===== src/rtl/me_anim_ctrl.sv =====
// Animation sequencer for the player sprite.
// Produces the sprite ROM frame code, which alternates between idle and walk poses.
// Also runs a five-phase attack sequence and flags the strike window and attack end.
// Frames advance on ticks derived from the asynchronous vertical-frame strobe.
module me_anim_ctrl #(
   parameter int unsigned WALK_FRAMES = 8,
   parameter int unsigned ATK_FRAMES  = 4
) (
   input  logic       Clk,
   input  logic       Reset,
   input  logic       frame_clk,
   input  logic       move,
   input  logic       attack_req,
   output logic [7:0] state,
   output logic       busy,
   output logic       hit,
   output logic       attack_done
);

   typedef enum logic [7:0] {
      IDLE = 8'h01,
      WALK = 8'h02,
      A0   = 8'h06,
      A1   = 8'h07,
      A2   = 8'h09,
      R1   = 8'h05,
      R0   = 8'h08
   } state_t;

   localparam logic [7:0] WALK_LAST = 8'(WALK_FRAMES - 1);
   localparam logic [7:0] ATK_LAST  = 8'(ATK_FRAMES - 1);

   logic   fc_meta_reg, fc_sync_reg, fc_prev_reg, tick_reg;
   state_t state_reg, state_next;
   logic [7:0] cnt_reg, cnt_next;
   logic   pend_reg, pend_next;
   logic   busy_reg, hit_reg, done_reg, done_next;
   logic   walk_wrap, atk_wrap, req_pend;

   assign state       = state_reg;
   assign busy        = busy_reg;
   assign hit         = hit_reg;
   assign attack_done = done_reg;

   assign walk_wrap = tick_reg && (cnt_reg == WALK_LAST);
   assign atk_wrap  = tick_reg && (cnt_reg == ATK_LAST);
   assign req_pend  = pend_reg || attack_req;

   // Synchronise the frame strobe, then register a one-cycle pulse on its rising edge.
   always_ff @(posedge Clk or negedge Reset) begin
      if (!Reset) begin
         fc_meta_reg <= 1'b0;
         fc_sync_reg <= 1'b0;
         fc_prev_reg <= 1'b0;
         tick_reg    <= 1'b0;
      end else begin
         fc_meta_reg <= frame_clk;
         fc_sync_reg <= fc_meta_reg;
         fc_prev_reg <= fc_sync_reg;
         tick_reg    <= fc_sync_reg & ~fc_prev_reg;
      end
   end

   // Next pose/phase, frame counter and pending-request selection.
   always_comb begin
      state_next = state_reg;
      cnt_next   = cnt_reg;
      pend_next  = pend_reg;
      done_next  = 1'b0;
      case (state_reg)
         IDLE, WALK: begin
            // An attack start wins over a pose change or a tick in the same cycle.
            if (attack_req) begin
               state_next = A0;
               cnt_next   = 8'd0;
               pend_next  = 1'b0;
            end else if (!move) begin
               state_next = IDLE;
               cnt_next   = 8'd0;
            end else if (walk_wrap) begin
               state_next = (state_reg == IDLE) ? WALK : IDLE;
               cnt_next   = 8'd0;
            end else if (tick_reg) begin
               cnt_next = cnt_reg + 8'd1;
            end
         end
         A0, A1, A2: begin
            if (atk_wrap) begin
               state_next = (state_reg == A0) ? A1 : (state_reg == A1) ? A2 : R1;
               cnt_next   = 8'd0;
            end else if (tick_reg) begin
               cnt_next = cnt_reg + 8'd1;
            end
         end
         R1: begin
            pend_next = req_pend;
            if (atk_wrap) begin
               state_next = R0;
               cnt_next   = 8'd0;
            end else if (tick_reg) begin
               cnt_next = cnt_reg + 8'd1;
            end
         end
         R0: begin
            pend_next = req_pend;
            if (atk_wrap) begin
               // The exit consumes the tick; whatever follows starts from a zero count.
               done_next = 1'b1;
               cnt_next  = 8'd0;
               if (req_pend) begin
                  state_next = A0;
                  pend_next  = 1'b0;
               end else begin
                  state_next = move ? WALK : IDLE;
               end
            end else if (tick_reg) begin
               cnt_next = cnt_reg + 8'd1;
            end
         end
         default: begin
            state_next = IDLE;
            cnt_next   = 8'd0;
            pend_next  = 1'b0;
         end
      endcase
   end

   // State, counter and registered status flags, all aligned with the frame code.
   always_ff @(posedge Clk or negedge Reset) begin
      if (!Reset) begin
         state_reg <= IDLE;
         cnt_reg   <= 8'd0;
         pend_reg  <= 1'b0;
         busy_reg  <= 1'b0;
         hit_reg   <= 1'b0;
         done_reg  <= 1'b0;
      end else begin
         state_reg <= state_next;
         cnt_reg   <= cnt_next;
         pend_reg  <= pend_next;
         busy_reg  <= (state_next != IDLE) && (state_next != WALK);
         hit_reg   <= (state_next == A2);
         done_reg  <= done_next;
      end
   end

endmodule

===== config.mk =====
export PLATFORM = sky130hd
export DESIGN_NAME = me_anim_ctrl
export DESIGN_NICKNAME = d
export VERILOG_FILES = /design/src/rtl/me_anim_ctrl.sv
export SDC_FILE = /design/constraint.sdc
export NUM_CORES = 1
export LEC_CHECK = 0
export ABC_AREA = 1
export BUFFER_PORTS_ARGS = -buffer_cell sky130_fd_sc_hd__buf_4
export CAP_MARGIN = 15
export CORE_MARGIN = 10
export CORE_UTILIZATION = 45
export DETAILED_ROUTE_END_ITERATION = 6
export PLACE_DENSITY = 0.64
export SYNTH_ARGS = -nofsm -noshare
export SYNTH_HDL_FRONTEND = slang
export SYNTH_SLANG_ARGS = --single-unit

===== constraint.sdc =====
create_clock -name Clk -period 1.4 [get_ports Clk]
set_input_delay 0.07 -clock Clk [delete_from_list [all_inputs] [get_ports Clk]]
set_output_delay 0.07 -clock Clk [all_outputs]
set_load 0.01 [all_outputs]

==> results of run 1 <==
-- timing repair --
item,in CTS,in global routing
hold buffers,2,0
hold endpoints to repair,25,0
setup buffers,6,1
gates resized for setup,17,28
endpoints found under the setup margin,15,16
pin swaps,9,19
-- through the flow --
stage	cell area, um2	power (uW)	hold WS, ns	setup TNS (ns)	instances
floorplan	1380	772	-0.226	-0.00408	172
global placement	1710	831	-0.0196	-0.459	242
detailed placement	1710	833	-0.0135	-1.09	242
CTS	1880	1350	0.0832	-1.23	254
global route	1990	1410	0.105	-2.83	255
finish	1990	1360	0.107	-1.43	255
-- power breakdown --
group / internal (uW) / switching [uW] / total [uW]
Clock: 289 / 222 / 512
Sequential: 709 / 13.6 / 722
Combinational: 51.8 / 71.5 / 123
Total: 1050 / 307 / 1360
-- synthesized netlist by cell type, types with 2 or more instances --
cell / n
sky130_fd_sc_hd__a21oi_1: 3
sky130_fd_sc_hd__a21oi_2: 7
sky130_fd_sc_hd__dfrtp_1: 23
sky130_fd_sc_hd__inv_1: 16
sky130_fd_sc_hd__inv_2: 6
sky130_fd_sc_hd__nand2_1: 47
sky130_fd_sc_hd__nand2_2: 3
sky130_fd_sc_hd__nand3_1: 12
sky130_fd_sc_hd__nand3_2: 3
sky130_fd_sc_hd__nor2_1: 20
sky130_fd_sc_hd__nor2_2: 6
sky130_fd_sc_hd__nor2_4: 3
sky130_fd_sc_hd__o21ai_0: 2
sky130_fd_sc_hd__o21ai_1: 2
sky130_fd_sc_hd__xor2_1: 5
-- logic make-up after synthesis --
logic type	Yosys count	synth area share, %
compound gates	15	7.90
mux	1	0.735
buf+inv	23	6.34
fa+ha+maj	1	0.919
simple gates	98	35.8
flops	24	44.2
xor+xnor	6	3.86
other cells	1	0.275
-- final timing paths --
path | start | endpoint | slack [ns] | cells after the start
min in group asynchronous | Reset | attack_done$_DFF_PN0_ | 0.16 | 2
min reg2reg | fc_meta_reg$_DFF_PN0_ | fc_sync_reg$_DFF_PN0_ | 0.38 | 0
min | move | state[0]$_DFF_PN1_ | 0.11 | 4
max in group asynchronous | Reset | state[0]$_DFF_PN1_ | 0.95 | 2
max reg2reg | cnt_reg[1]$_DFF_PN0_ | state[1]$_DFF_PN0_ | -0.14 | 10
max | cnt_reg[1]$_DFF_PN0_ | state[1]$_DFF_PN0_ | -0.14 | 10
-- cell usage in the layout (no fill, tap or decap), drive strengths merged, types with 2 or more instances in the layout --
cell type and count:
buf 46, clkbuf 3, nand3 16, a21oi 10, nor2 30, conb 4
nand2 51, dlygate4sd3 2, xor2 5, dfrtp 23, inv 22, o21ai 4
-- tightest hold or removal path, stage by stage --
cell                      delay, ns
sky130_fd_sc_hd__buf_4         0.12
sky130_fd_sc_hd__nand2_1       0.07
sky130_fd_sc_hd__nand2_1       0.06
sky130_fd_sc_hd__nand4_1       0.10
-- layer usage --
layer	GRT usage, %	up-vias	part of all wire (%)
li1	-	631	-
met1	16.3	593	42
met2	19.7	42	50
met3	3.68	6	7.0
met4	3.78	0	0.82
met5	0	-	0
-- area by class of cell --
class / count / area, um2
Multi-Input combinational cell: 125 / 837
Fill cell: 205 / 836
Sequential cell: 24 / 603
Timing Repair Buffer: 48 / 369
Inverter: 23 / 92.6
Tap cell: 31 / 38.8
Clock inverter: 1 / 30.0
Clock buffer: 3 / 22.5
==> results list, run 1 <==
- Run status: complete, but fails checks
- The checks that failed: negative setup slack.
- Die width: 75 um
- Number of flip-flops and latches in the synthesized netlist: 24
* Worst-path clk slew: 0.14 ns
* Gr ovfl total: 0
* Crit start category: register
- Number of global-route vias before repair: roughly 1200
* Maximum frequency from static timing analysis: 650 MHz
- Data on the critical path is required at its endpoint by 1.63 ns.
- Sequential fraction of the synthesis area: around 44%
* Antenna violation net count after detailed routing: 0
- The tool flagged a number of max-cap violations equal to 0.
- The area growth from synthesis to layout is 46.4%.
- Cells after Synth: approximately 170
- Fin util: between 70% and 80%
* Overall fraction of global-route tracks in use: around an eighth
- The min-delay analysis places its worst path in the category in -> reg.
* DRT Wirelength: about 3.5 mm
- DR vias: 1272
- Post-DP HPWL: roughly 2.4 mm
- The first global-routing pass estimated 5.47 mm of wire.
- Along the worst path, the maximum fanout reaches 6.
- After detailed routing, the number of remaining DRC violations is 0.
- Among cell families on the critical path, the largest total delay comes from simple AND/OR/NAND/NOR gates.
- Arr. time, crit path: 1.77 ns
- CTS built an H-tree with a depth of 1.
* Final-report max-slew violation count: 0
* Number of enable-type register cells in the synthesized netlist: 0
* Buffering stage count on the worst path with inverters included: 1
* 1st-pass router iterations: 4
- Maximum root-to-sink buffer count: 2
* Top_reg_cell synth: sky130_fd_sc_hd__dfrtp_1
- Worst setup margin: -0.138 ns
- Area of the die: 5630 um2
- By area the synthesized netlist is led by sky130_fd_sc_hd__dfrtp_1 (42%), sky130_fd_sc_hd__nand2_1 (13%), sky130_fd_sc_hd__nor2_1 (5.5%).
* Average routed wire per standard cell: 13.8 um
* Count of synthesis-stage warnings from yosys: 0
- P per Cell Area: 681 nW/um2
- CTS placed an instance of sky130_fd_sc_hd__clkbuf_4 at the clock tree root.
- STA classifies the critical path endpoint as a register.
- After synthesis, the mean cell area works out to between 8 and 9 um2.
* Chip height: 75 um
- Using the TritonRoute via totals, the vias-per-cell ratio works out to ~5.
- Worst slack at placement: -0.108 ns
* Leakage power summed over all cells: between 0.0009 and 0.001 uW
- Critical path's slowest cell: sky130_fd_sc_hd__dfrtp_1
* Fraction of post-synthesis cell area in the top cell type by area: 42.3%
* Proportion of synthesized flip-flops having asynchronous set or reset: 100%
* Number of buffers added by the clock tree synthesis step: 3
- Distinct cell type count of the synthesized netlist: 26
* Maximum number of pins on one net before global-route repair: 25
- The final critical path takes up 110% of the cycle.
- GPL Wtd Cong: 0.839
- The post-route netlist has 50.9% of its cells at a drive strength greater than 1.
* Worst IR drop on VDD: between 0.7 and 0.8 mV
- Cells along the critical path: ha_4 -> nand2_4 -> nor2_4 -> inv_2 -> nor2_4 -> nand2_1 -> o21ai_1 -> nand2_1 -> nand2_1 -> nand2_1
- # port buffers: 15
- Biggest area consumer among synthesized cells: sky130_fd_sc_hd__dfrtp_1
- 16 I/O pins were placed.
- The later pin in the worst-skew pair is clocked with a latency of 0.32 ns.
* Rows: 19
- Setup repair after global routing could not meet its margin everywhere.
* Start-to-end type of the worst setup path: reg -> reg
- Min Clock Period, post-route: 1.54 ns
* Count of inserted antenna diode cells: 0
* Count of nets after finishing: 231
- For this block, the initial DRC count from the detailed router was 125.
* Cell seen most often among critical-path stages: sky130_fd_sc_hd__nand2_1
* Slowest stage delay, CP: 0.43 ns
- Setup violations remaining at the end of the flow were counted as 15.
- Clock Skews: 0.00367 ns
- In this run the cell area of the synthesized design comes to 1360 um2.
- Number of antenna violations at the first check in global routing: 0
- Starting density of the core: 48.1%
- Area of the placeable core: around 2800 um2
* Final Hold Viols: 0
- Clock tree from TritonCTS: built
- Clock Sinks: 24
Note: power is estimated with default switching activity, not from simulation.
==> run 2, diff against run 1 <==
- CORE_UTILIZATION: 45 -> 51
- PLACE_DENSITY: 0.64 -> 0.71
==> run 2 against run 1 <==
Compared with the run above:
- the run still ends with negative setup slack left
- flip-flop and latch count unchanged
- cell area fell by 1.4%
- sequential share of layout area up 0.49 points
- die area decreased by 8.7%
- clock-buffer cell count unchanged
- register-to-register slack improved by 0.02 ns
- largest power group unchanged
- clock skew down 0.0010 ns
- first-iteration DRC count fell by 31%
==> results list, run 2 (synthesized netlist as in run 1, its figures left out) <==
- The flow ran to the end, but the final reports show violations.
- The checks that failed: negative setup slack.
- Growth of design area from synthesis to finish: 44.4%
* Worst slack at placement: -0.0935 ns (+0.0150 ns)
* Number of failing setup endpoints in the final timing report: 15 (unchanged)
* Post-DP HPWL: 2.37 mm (about the same)
- Number of buffers added by the clock tree synthesis step: 3 (unchanged)
- The row count was 18 (-1).
- Start-to-end type of the worst setup path: reg -> reg
- The sum of routed wire length over all layers was 3.30 mm (-6.4%).
- Clock tree from TritonCTS: built
* Gr ovfl total: 0 (unchanged)
* Die width: 71.7 um (-4.4%)
* 1st-pass router iterations: 5 (+1)
- Critical path data required time: 1.65 ns (+0.02 ns)
- The critical path goes through nand2_2 -> nor2_1 -> nand2_2 -> nand2_2 -> nor2_4 -> nand2_2 -> nand2_4 -> a21oi_2.
- The setup slack after layout was -0.121 ns (+0.0172 ns).
- First-pass GRT wire length: 5.35 mm (-2.3%)
* DRC errors left: 0 (unchanged)
- Class of the tightest hold or removal check: in -> reg
- Maximum root-to-sink buffer count: 2 (unchanged)
- The hold slack is 0.106 ns (-0.000969 ns).
* DR vias: 1252 (-1.6%)
- GPL Wtd Cong: 0.836 (-0.37%)
- Chip height: 71.7 um (-4.4%)
- Slowest stage delay, CP: 0.59 ns (+0.16 ns)
- The library cell used most frequently in the layout, excluding fill and tap cells, is sky130_fd_sc_hd__buf_4.
- Area of the placeable core: 2520 um2 (-11%)
- Cell seen most often among critical-path stages: sky130_fd_sc_hd__nand2_2
- The worst setup path is launched from a register.
* Maximum frequency from static timing analysis: 657 MHz (+1.1%)
* Min Clock Period, post-route: 1.52 ns (-0.0172 ns)
- The cell depth of the worst hold path was 4 (unchanged).
- The cell depth of the worst flop-to-flop path was 8 (-2).
- The maximum number of pins on one net before global-route repair came to 25 (unchanged).
- Number of antenna violations at the first check in global routing: 0 (unchanged)
- Critical path endpoint category: register
* Area of the die: 5140 um2 (-8.7%)
- Worst IR drop on VDD: 0.905 mV (+24%)
- Overall fraction of global-route tracks in use: 12.5% (-0.092 points)
- Clock Skews: 0.00265 ns (-0.00102 ns)
- The depth of the CTS H-tree was 1 (unchanged).
- The number of slew-limit violations in the final report was 0 (unchanged).
- The arrival time reported for the critical path endpoint was 1.78 ns (about the same).
- P per Cell Area: 683 nW/um2 (+0.29%)
- The root buffer cell chosen for the clock tree is sky130_fd_sc_hd__clkbuf_4.
* Count of inserted antenna diode cells: 0 (unchanged)
* DR vias/cell: 4.93 (-1.2%)
- Setup repair after global routing could not meet its margin everywhere.
- Final worst-path cycle share: 109% (-1.2 points)
- Critical path's slowest cell: sky130_fd_sc_hd__dfstp_2
- The number of filler instances in the final layout is 160 (-22%).
* Average routed wire per standard cell: 13.0 um (-6.1%)
* Total of max-cap violations: 0 (unchanged)
- The effective utilization at floorplan is 54.0% (+5.8 points).
- Number of global-route vias before repair: 1209 (+0.42%)
* Number of top-level pins: 16 (unchanged)
- Maximum fanout along the worst path: 8 (+2)
- The total clock sinks was 24 (unchanged).
- Initial DRC count: 86 (-31%)
- The final net count was 231 (unchanged).
- Antenna violation net count after detailed routing: 0 (unchanged)
- Final Hold Viols: 0 (unchanged)
* Commonest cells after routing, fill and taps aside: sky130_fd_sc_hd__buf_4 (45), sky130_fd_sc_hd__nand2_1 (39), sky130_fd_sc_hd__dfrtp_1 (21), sky130_fd_sc_hd__inv_1 (16)
- Leakage power summed over all cells: 0.000964 uW (-1.2%)
* # port buffers: 15 (unchanged)
- The clock transition at the registers of the reported paths came to 0.13 ns (about the same).
- The fraction of final layout cells with drive strength greater than 1 came to 49.6% (-1.3 points).
- The clock latency at the later pin of the worst-skew pair is 0.32 ns (about the same).
run 2: cell counts in the layout (fill, tap and decap cells not counted):
No cell type changed its count.
run 2: per-layer routing:
layer / global-route usage, % / share of wire, %
met3: 3.58 / 6.1
met4: 3.01 / 1.8
met1: 14.1 / 41
met5: 0 / 0
met2: 22.5 / 51
run 2: worst paths after layout:
kind                                         end  slack, ns                  start
min in group asynchronous  attack_done$_DFF_PN0_       0.16                  Reset
max                         cnt_reg[4]$_DFF_PN0_      -0.12     state[0]$_DFF_PN1_
min reg2reg                fc_sync_reg$_DFF_PN0_       0.37  fc_meta_reg$_DFF_PN0_
max reg2reg                 cnt_reg[4]$_DFF_PN0_      -0.12     state[0]$_DFF_PN1_
max in group asynchronous     state[0]$_DFF_PN1_       0.96                  Reset
min                           state[0]$_DFF_PN1_       0.11                   move
run 2: area by class of cell:
class,count,area [um2],share of cell area (%)
timing repair buffer,48,369,18.8
multi-input combinational,125,813,41.4
clock inverter,1,30.0,1.53
clock buffer,3,22.5,1.15
inverter,23,88.8,4.52
tap,30,37.5,1.91
sequential,24,604,30.7
run 2: what timing repair did:
action | 4_1_cts | 5_1_grt
endpoints found under the setup margin | 15 | 15
hold buffers | 2 | 0
setup buffers | 8 | 3
endpoints found under the hold margin | 25 | 0
resized for setup | 13 | 24
pin swaps | 11 | 11
run 2: critical path: cells and delay by family (launching register included):
family          cells  cell delay (ns)
compound gates      1             0.17
flops               1             0.59
simple gates        7             0.70
run 2: where the power goes:
part | switching (uW) | internal (uW)
Clock | 216 | 290
Combinational | 66.5 | 49.2
Sequential | 12.9 | 709
run 2: metrics by stage:
step           std cells  instance area (um2)  utilization [%]  setup TNS [ns]  power (uW)
2_1_floorplan        172                 1380                -        -0.00408         772
3_3_place_gp         237                 1680             66.7          -0.360         830
3_5_place_dp         237                 1680             66.7          -0.737         832
4_1_cts              251                 1850             73.4          -0.760        1350
5_1_grt              254                 1970             77.9           -2.53        1400
6_report             254                 1970             77.9           -1.18        1340
==> run 3, diff against run 2 <==
- CELL_PAD_IN_SITES_DETAIL_PLACEMENT: not set -> 0
- CELL_PAD_IN_SITES_GLOBAL_PLACEMENT: not set -> 1
- CORE_UTILIZATION: 51 -> 38
==> run 3 against run 2 <==
Compared with the run above:
- the run still ends with negative setup slack left
- worst hold slack worse by 0.0073 ns
- combinational power hardly changed
- total power is 0.80% lower
- routed wire length is 6.6% lower
- die area is 24% higher
- highest routed layer unchanged
- largest power group unchanged
- worst setup slack better by 0.038 ns
- critical path depth is 1 lower
- utilization is 22 points lower
- sequential share of layout area is 0.73 points higher
- global-route usage is 2.5 points lower
==> results list, run 3 (synthesized netlist as in run 1, its figures left out) <==
- Run status: complete, but fails checks
- The final reports fail on negative setup slack.
- The iteration-0 DRC count of the detailed router is 110 (+28%).
- In this run the clock root is driven by a sky130_fd_sc_hd__clkbuf_4.
* Clock Sinks: 24 (unchanged)
* Overall fraction of global-route tracks in use: 9.98% (-2.5 points)
* Maximum number of pins on one net before global-route repair: 25 (unchanged)
- The final net count came to 229 (-0.87%).
- Global Route met1 Usage: 12.0% (-2.1 points)
- The row count is 21 (+3).
- The ratio of total power to cell area was 697 nW/um2 (+2.0%).
- The via count of the first global-routing pass was 1203 (-0.50%).
* RSZ-0062 raised after global routing: true
- DR vias/cell: 4.53 (-8.2%)
- The clock skew after layout came to 0.0111 ns (+0.00843 ns).
* Global Route met3 Usage: 2.03% (-1.6 points)
- The path class of the tightest hold or removal check is in -> reg.
- Commonest cells after routing, fill and taps aside: sky130_fd_sc_hd__buf_4 (43), sky130_fd_sc_hd__nand2_1 (42), sky130_fd_sc_hd__dfrtp_1 (23), sky130_fd_sc_hd__inv_1 (15), sky130_fd_sc_hd__nor2_1 (13)
- Total cell area at the placement stage: 1740 um2 (+3.4%)
* Maximum frequency from static timing analysis: 674 MHz (+2.5%)
- The global-route congestion overflow total is 0 (unchanged).
* DRC errors left: 0 (unchanged)
* Post-DP HPWL: 2.46 mm (+4.1%)
* Final-report max-slew violation count: 0 (unchanged)
* Met2 Use GR: 17.1% (-5.4 points)
- Dominant delay contributor by cell family on the critical path: simple AND/OR/NAND/NOR gates
- 1st-pass router iterations: 4 (-1)
* Most frequent standard cell in the layout excluding fill and tap cells: sky130_fd_sc_hd__buf_4
- The largest individual stage delay along the critical path comes from the cell sky130_fd_sc_hd__dfrtp_1.
- The total negative slack is -0.551 ns (+0.630 ns).
* Start-to-end type of the worst setup path: reg -> reg
- DR vias: 1213 (-3.1%)
- Starting density of the core: 40.2% (-14 points)
- The antenna diode instance count was 0 (unchanged).
* Number of failing setup endpoints in the final timing report: 14 (-1)
- The initial antenna violation count was 0 (unchanged).
* Worst-Skew Late Latency: 0.31 ns (about the same)
- GPL Wtd Cong: 0.852 (+1.9%)
- The delay of the slowest critical-path stage was 0.42 ns (-0.17 ns).
- Total of max-cap violations: 0 (unchanged)
* Crit start category: register
- The hold violation count in the final report was 0 (unchanged).
* Critical path endpoint category: register
- The count of input and output buffers is 15 (unchanged).
* Die width: 79.9 um (+11%)
- Number of buffers added by the clock tree synthesis step: 3 (unchanged)
- The sum of routed wire length over all layers came to 3.08 mm (-6.6%).
* Arr. time, crit path: 1.73 ns (-0.05 ns)
- The leakage power is 0.000945 uW (-2.0%).
- The number of filler instances in the final layout is 324 (+100%).
- Area of the die: 6380 um2 (+24%)
- The placement-stage worst setup slack was -0.116 ns (-0.0229 ns).
- Worst setup margin: -0.0834 ns (+0.0377 ns)
- Maximum root-to-sink buffer count: 2 (unchanged)
- Critical path data required time: 1.64 ns (about the same)
- Area of the placeable core: 3390 um2 (+34%)
- The die height is 79.9 um (+11%).
* Number of top-level pins: 16 (unchanged)
- The clock period minus worst slack came to 1.48 ns (-0.0377 ns).
* Design area: 1910 um2 (-2.7%)
- Number of levels the H-tree was split into: 1 (unchanged)
- Growth of design area from synthesis to finish: 40.4%
- Ratio of cells with drive above 1 in the final layout: 43.7% (-5.9 points)
- After global routing, the most crowded layer is met2.
- Average routed wire per standard cell: 11.5 um (-11%)
- First-pass GRT wire length: 5.26 mm (-1.6%)
- The peak supply drop was 0.537 mV (-41%).
- Traced cell by cell, the critical path runs through nor2_1 -> nand3_2 -> nor2_4 -> inv_2 -> nor2_8 -> nand3_4 -> a21oi_2.
- TritonCTS built the clock tree.
- The share of the cycle needed by the critical path after routing came to 106% (-2.7 points).
- The worst-path maximum fanout was 8 (unchanged).
- The number of buffer and inverter instances along the worst setup path came to 1 (+1).
* Worst-path clk slew: 0.12 ns (about the same)
* Antenna violation net count after detailed routing: 0 (unchanged)
## run 3: changes by cell type in the layout (fill, tap and decap cells not counted), sizes merged
| cell | delta |
|---|---|
| buf | -2 |
## run 3: area by class of cell
class                           count  area (um2)  area share, %
Clock buffer                        3        22.5           1.18
Clock inverter                      1        30.0           1.57
Inverter                           23        88.8           4.65
Multi-Input combinational cell    125         757           39.6
Sequential cell                    24         602           31.5
Tap cell                           46        57.6           3.01
Timing Repair Buffer               46         354           18.5
## run 3: routing by layer
metal	wire (um)	vias to the layer above	part of all wire, %
met2	1560	22	51
met1	1350	562	44
met4	23	0	0.75
met3	149	2	4.8
met5	0	-	0
li1	-	627	-
## run 3: worst paths after layout
| kind | start | to | slack [ns] | depth (start not counted) |
|---|---|---|---|---|
| max | state[4]$_DFF_PN0_ | cnt_reg[0]$_DFF_PN0_ | -0.08 | 7 |
| min reg2reg | fc_meta_reg$_DFF_PN0_ | fc_sync_reg$_DFF_PN0_ | 0.38 | 0 |
| max reg2reg | state[4]$_DFF_PN0_ | cnt_reg[0]$_DFF_PN0_ | -0.08 | 7 |
| min | move | state[0]$_DFF_PN1_ | 0.1 | 4 |
| min in group asynchronous | Reset | state[1]$_DFF_PN0_ | 0.17 | 2 |
| max in group asynchronous | Reset | state[0]$_DFF_PN1_ | 0.93 | 2 |
## run 3: timing repair
action,in CTS,in global routing
hold buffers,2,0
gates resized for setup,9,12
pin swaps,10,8
endpoints found under the setup margin,15,15
hold endpoints to repair,25,0
buffers inserted,2,2
## run 3: power by group
part | switching, uW | leakage, uW | internal [uW]
Sequential | 10.2 | 0.000314 | 708
Clock | 207 | 0.0000279 | 289
Combinational | 63.2 | 0.000603 | 53.6
Total | 280 | 0.000945 | 1050
## run 3: tightest hold or removal path: stages
cell and delay (ns):
sky130_fd_sc_hd__buf_4 0.11, sky130_fd_sc_hd__nand2_1 0.07, sky130_fd_sc_hd__nand2_1 0.06, sky130_fd_sc_hd__nand4_1 0.09
## run 3: stage by stage
step	hold slack, ns	std cells	power (uW)	util [%]
after global routing	0.115	268	1410	56.4
after floorplan	-0.226	172	772	-
after CTS	0.0820	266	1350	55.0
after detailed placement	-0.0178	258	839	51.3
after global placement	-0.0178	258	838	51.3
final	0.0990	268	1330	56.4
